===== src/rtl/ifm_scan_ctrl.sv =====
// ifm_scan_ctrl: serpentine scan sequencer for the 3x3 IFM window buffer.
// Fetches pixel triplets over req/ack, drives the buffer command word, and
// hands complete windows to the PE array over a valid/ready handshake.
// Ports: clk, rst (async, active-high), start, busy, done;
//   fetch_req/fetch_vert/fetch_row/fetch_col out, fetch_ack/fetch_data in;
//   buf_rst_n/buf_valid/buf_word out; win_valid/win_row/win_col out, win_ready in.
// Optional: IFM_SCAN_PERF_EN adds perf_cycles and perf_stalls counters.
module ifm_scan_ctrl #(
    parameter int IFM_W   = 8,
    parameter int IFM_H   = 8,
    parameter int COORD_W = 8
) (
    input  logic               clk,
    input  logic               rst,
    input  logic               start,
    output logic               busy,
    output logic               done,
    output logic               fetch_req,
    output logic               fetch_vert,
    output logic [COORD_W-1:0] fetch_row,
    output logic [COORD_W-1:0] fetch_col,
    input  logic               fetch_ack,
    input  logic [23:0]        fetch_data,
    output logic               buf_rst_n,
    output logic               buf_valid,
    output logic [31:0]        buf_word,
    output logic               win_valid,
    input  logic               win_ready,
    output logic [COORD_W-1:0] win_row,
    output logic [COORD_W-1:0] win_col
`ifdef IFM_SCAN_PERF_EN
    ,
    output logic [31:0]        perf_cycles,
    output logic [31:0]        perf_stalls
`endif
);

    localparam logic [2:0] S_IDLE  = 3'd0;
    localparam logic [2:0] S_CLR   = 3'd1;
    localparam logic [2:0] S_FETCH = 3'd2;
    localparam logic [2:0] S_WRITE = 3'd3;
    localparam logic [2:0] S_EMIT  = 3'd4;
    localparam logic [2:0] S_DONE  = 3'd5;

    localparam logic [7:0] HDR_ALL   = 8'h00;
    localparam logic [7:0] HDR_RIGHT = 8'h01;
    localparam logic [7:0] HDR_LEFT  = 8'h02;
    localparam logic [7:0] HDR_DOWN  = 8'hFF;

    localparam logic [COORD_W-1:0] LAST_C = COORD_W'(IFM_W - 3);
    localparam logic [COORD_W-1:0] LAST_R = COORD_W'(IFM_H - 3);

    logic [2:0]         state;
    logic [2:0]         state_d;
    logic [COORD_W-1:0] row;
    logic [COORD_W-1:0] col;
    logic               dir;
    logic [1:0]         load_cnt;
    logic [7:0]         hdr;
    logic [23:0]        data;
    logic               buf_rst_q;
    logic               row_end;
    logic               last_win;
    logic               more_all;

    // row/col always hold the origin of the window the current step builds,
    // so fetch coordinates are derived from the new origin and the header.
    assign row_end  = dir ? (col == LAST_C) : (col == '0);
    assign last_win = row_end && (row == LAST_R);
    assign more_all = (hdr == HDR_ALL) && (load_cnt != 2'd2);

    always_comb begin
        state_d = state;
        unique case (state)
            S_IDLE:  if (start) state_d = S_CLR;
            S_CLR:   state_d = S_FETCH;
            S_FETCH: if (fetch_ack) state_d = S_WRITE;
            S_WRITE: state_d = more_all ? S_FETCH : S_EMIT;
            S_EMIT:  if (win_ready) state_d = last_win ? S_DONE : S_FETCH;
            S_DONE:  state_d = S_IDLE;
            default: state_d = S_IDLE;
        endcase
    end

    always_ff @(posedge clk or posedge rst) begin
        if (rst) begin
            state     <= S_IDLE;
            row       <= '0;
            col       <= '0;
            dir       <= 1'b0;
            load_cnt  <= 2'd0;
            hdr       <= HDR_ALL;
            data      <= '0;
            buf_rst_q <= 1'b0;
        end else begin
            state     <= state_d;
            // Buffer reset is low only while sitting in CLR.
            buf_rst_q <= (state_d != S_CLR);
            unique case (state)
                S_IDLE: begin
                    if (start) begin
                        row      <= '0;
                        col      <= '0;
                        dir      <= 1'b1;
                        load_cnt <= 2'd0;
                        hdr      <= HDR_ALL;
                    end
                end
                S_FETCH: begin
                    if (fetch_ack) data <= fetch_data;
                end
                S_WRITE: begin
                    if (more_all) load_cnt <= load_cnt + 2'd1;
                end
                S_EMIT: begin
                    if (win_ready && !last_win) begin
                        if (row_end) begin
                            hdr <= HDR_DOWN;
                            row <= row + COORD_W'(1);
                            dir <= !dir;
                        end else if (dir) begin
                            hdr <= HDR_RIGHT;
                            col <= col + COORD_W'(1);
                        end else begin
                            hdr <= HDR_LEFT;
                            col <= col - COORD_W'(1);
                        end
                    end
                end
                default: ;
            endcase
        end
    end

    assign busy       = (state == S_CLR) || (state == S_FETCH) ||
                        (state == S_WRITE) || (state == S_EMIT);
    assign done       = (state == S_DONE);
    assign fetch_req  = (state == S_FETCH);
    assign fetch_vert = fetch_req && (hdr != HDR_DOWN);
    assign buf_rst_n  = buf_rst_q;
    assign buf_valid  = (state == S_WRITE);
    assign buf_word   = buf_valid ? {hdr, data} : 32'd0;
    assign win_valid  = (state == S_EMIT);
    assign win_row    = win_valid ? row : '0;
    assign win_col    = win_valid ? col : '0;

    // DOWN brings in the new bottom row; RIGHT the new right column;
    // LEFT the new left column; ALL loads columns 0..2 of row 0.
    always_comb begin
        fetch_row = '0;
        fetch_col = '0;
        if (fetch_req) begin
            fetch_row = (hdr == HDR_DOWN) ? row + COORD_W'(2) : row;
            if (hdr == HDR_ALL)
                fetch_col = COORD_W'(load_cnt);
            else if (hdr == HDR_RIGHT)
                fetch_col = col + COORD_W'(2);
            else
                fetch_col = col;
        end
    end

`ifdef IFM_SCAN_PERF_EN
    always_ff @(posedge clk or posedge rst) begin
        if (rst) begin
            perf_cycles <= '0;
            perf_stalls <= '0;
        end else if (state == S_IDLE && start) begin
            perf_cycles <= '0;
            perf_stalls <= '0;
        end else if (busy) begin
            perf_cycles <= perf_cycles + 32'd1;
            if ((fetch_req && !fetch_ack) || (win_valid && !win_ready))
                perf_stalls <= perf_stalls + 32'd1;
        end
    end
`endif

endmodule


===== config.mk =====
export PLATFORM = sky130hd
export DESIGN_NAME = ifm_scan_ctrl
export DESIGN_NICKNAME = d
export VERILOG_FILES = /design/src/rtl/ifm_scan_ctrl.sv
export SDC_FILE = /design/constraint.sdc
export NUM_CORES = 1
export LEC_CHECK = 0
export ABC_AREA = 1
export CORE_UTILIZATION = 35
export DETAILED_ROUTE_END_ITERATION = 12
export GPL_TIMING_DRIVEN = 0
export HOLD_SLACK_MARGIN = 0.1
export PLACE_DENSITY = 0.66
export SKIP_LAST_GASP = 1
export SLEW_MARGIN = 5
export SYNTH_ARGS = -nofsm -noshare
export SYNTH_HDL_FRONTEND = slang
export SYNTH_SLANG_ARGS = --single-unit
export TNS_END_PERCENT = 100

===== constraint.sdc =====
create_clock -name clk -period 2.2 [get_ports clk]
set_clock_uncertainty 0.1 [all_clocks]
set_input_delay 0.22 -clock clk [delete_from_list [all_inputs] [get_ports clk]]
set_output_delay 0.22 -clock clk [all_outputs]
set_load 0.01 [all_outputs]

==> flow_metrics.tcl <==
set metrics [dict create \
    syn_area_sq_um 3290 \
    cp_slowest_stage_delay_ns 0.56 \
    synth.top_cells.by_area "dfrtp_1, nor2_1, nand2_1, inv_1, a21oi_1" \
    worstSetupEndpointType "output pin" \
    power.total_mw 4.60 \
    critPathLaunchType "flop" \
    path_max_fanout 8 \
    critical_path.top_delay_family "buffers and inverters" \
    worst_slack_ns -0.132 \
    syn_nets 508 \
    die_y_um 98.9 \
    setup_viol 8 \
    grt.overflow.total 0 \
    start_util_pct 35.9 \
    path_clk_slew_ns 0.10 \
    grtUsageTotal_pct 19.8 \
    rsz0062_at_grt "true" \
    irDropWorstVdd_mv 0.506 \
    yosys_warnings 0 \
    synthToLayoutAreaGrowth_pct 46.7 \
    cts.sinks 50 \
    synthCells 467 \
    vias 3405 \
    ios 100 \
    regToRegStartpoint "dir$_DFFE_PP0P_" \
    violations "setup timing" \
    critPathBufInv 2 \
    maxCapViolCount 0 \
    synth_top_area_cell "dfrtp_1" \
    regToRegSetupSlack_ns 0.19 \
    antenna_found_initial 0 \
    worst_pin_slew_ns 0.485 \
    hold_buffers 0 \
    required_ns 1.88 \
    die-area_sq_um 9790 \
    drt_wl_total_mm 9.48 \
    path_class "flop to output pin" \
    synth.top_cell.area_share_pct 38.1 \
    reg2reg_depth 9 \
    hold_violations 0 \
    path_depth 6 \
    final_util_pct 52.7 \
    fin_area_sq_um 4820 \
    via_per_inst 4.76 \
    ys_types 36 \
    synth.ff_latch_count 50 \
    p_per_area_nw_per_um2 955 \
    clk_path_buf_depth 2 \
    grt_max_degree 34 \
    fin_nets 644 \
    drc 0 \
    syn-mean-instance-area_sq_um 7.04 \
    hold_path_class "primary input to asynchronous set/reset pin" \
    dp_hpwl_mm 6.75 \
    crit_arrival_ns 2.01 \
    outcome "finished with violations" \
    firstDrtPassIters 4 \
    coreArea_sq_um 9150 \
    cpMaxStageDelayCell "clkdlybuf4s50_1" \
    setup_tns_ns -0.669 \
    diodes 0 \
    io_buffers 99 \
    seq_area_frac_synth_pct 38.1 \
    cts_made_buffers 5 \
    max_slew_margin_pct 67.7 \
    fp.dieW_um 98.9 \
    rows 35 \
    grt_pass1_vias 3282 \
    cts_tree "done" \
    drtIter0Drc 107 \
    grt_pass1_wl_mm 15.5 \
    max_freq_mhz 429 \
    antenna_left 0 \
    critPathLaunch "state[2]$_DFF_PP0_" \
    clock_latency_ns 0.31 \
    ys.flop_type "dfrtp_1" \
    timing.final.crit_period_ns 2.33 \
    cp_cell_sequence "nor2_4 > nand2_4 > inv_4 > nand2_2 > nor3_1 > clkdlybuf4s50_1" \
    min_period_over_period_pct 106 \
    htreeDepth 2 \
    wl_per_cell_um 13.3 \
    place.gp.congestion 0.862 \
    synth_edf_count 0 \
    cts_root_buf "clkbuf_8" \
    async_reset_ff_share_pct 100 \
    drive_gt1_share_pct 20.4 \
    dpl_cell_area_sq_um 4440 \
    finalMaxSlewViolations 0 \
    p_leak_nw 2.77 \
]
==> cell usage in the layout (no fill, tap or decap), drive strengths merged, types with 3 or more instances in the layout <==
| master | Yosys | final |
|---|---|---|
| nor2 | 104 | 104 |
| nand2 | 98 | 98 |
| inv | 69 | 70 |
| dfrtp | 50 | 50 |
| buf | 16 | 50 |
| clkdlybuf4s50 | 0 | 40 |
| a21oi | 34 | 34 |
| nand3 | 26 | 26 |
| clkbuf | 2 | 25 |
| dlymetal6s2s | 0 | 18 |
| dlygate4sd2 | 0 | 18 |
| nor3 | 16 | 16 |
| o21ai | 13 | 13 |
| ha | 11 | 11 |
| xor2 | 8 | 8 |
| nand4 | 5 | 5 |
| a31oi | 3 | 3 |
==> path summary, 6_finish.rpt <==
path	to
min in group clk	data[10]$_DFFE_PP0P_
min reg2reg	row[7]$_DFFE_PP0P_
max reg2reg	col[5]$_DFFE_PP0P_
max in group asynchronous	hdr[1]$_DFFE_PP0P_
min	data[10]$_DFFE_PP0P_
max	fetch_col[3]
==> through the flow <==
step | std cells | hold WS (ns) | setup WS [ns]
floorplan | 467 | 0.279 | 0.374
CTS | 707 | 0.117 | -0.217
global route | 715 | 0.144 | -0.257
finish | 715 | 0.106 | -0.132
detailed placement | 678 | 0.365 | -0.335
global placement | 677 | 0.356 | -0.353
==> Yosys cell counts (all sizes together) (3+ instances only) <==
library cell / number
a21oi: 34
a31oi: 3
buf: 16
dfrtp: 50
ha: 11
inv: 69
nand2: 98
nand3: 26
nand4: 5
nor2: 104
nor3: 16
o21ai: 13
xor2: 8
==> area by class of cell <==
type,count,area [sq um]
clock buffers,6,82.6
fillers,887,4330
plain buffers,18,153
multi-input cells,330,1730
repair buffers,129,1150
inverters,69,262
well taps,111,139
clock inverters,2,38.8
flip-flops and latches,50,1260
==> power breakdown <==
group / total [mW] / internal [mW] / switching (mW)
Combinational: 2.51 / 1.05 / 1.46
Clock: 0.703 / 0.374 / 0.329
Sequential: 1.39 / 1.21 / 0.176
Total: 4.60 / 2.64 / 1.96
==> registers in the layout (all words and copies together) (netlist names) <==
name and cells:
data 24, col 8, row 8, hdr 3, state 3, load_cnt 2, buf_rst_n 1, dir 1
==> cell families after synthesis <==
group / Yosys count / share of synthesized area (%)
flip-flops: 50 / 38.1
AND/OR/NAND/NOR: 254 / 34.0
buffers and inverters: 87 / 11.8
adder cells (fa/ha/maj): 12 / 4.79
XOR/XNOR: 9 / 2.40
AO/OA/AOI/OAI: 55 / 8.98
==> metal layers <==
metal  vias up  global-route usage, %  wire length [um]
li1       1728                      -                 -
met1      1592                   27.0              4400
met2        76                   32.5              4600
met3         9                   2.98               352
met4         0                   5.74               122
met5         -                      0                 0
==> what timing repair did <==
item	CTS	global route
endpoints found under the hold margin	0	0
resized for setup	76	76
buffers inserted	21	9
setup endpoints to repair	57	49
pin swaps	5	5
Power figures use the tool's default switching activity.
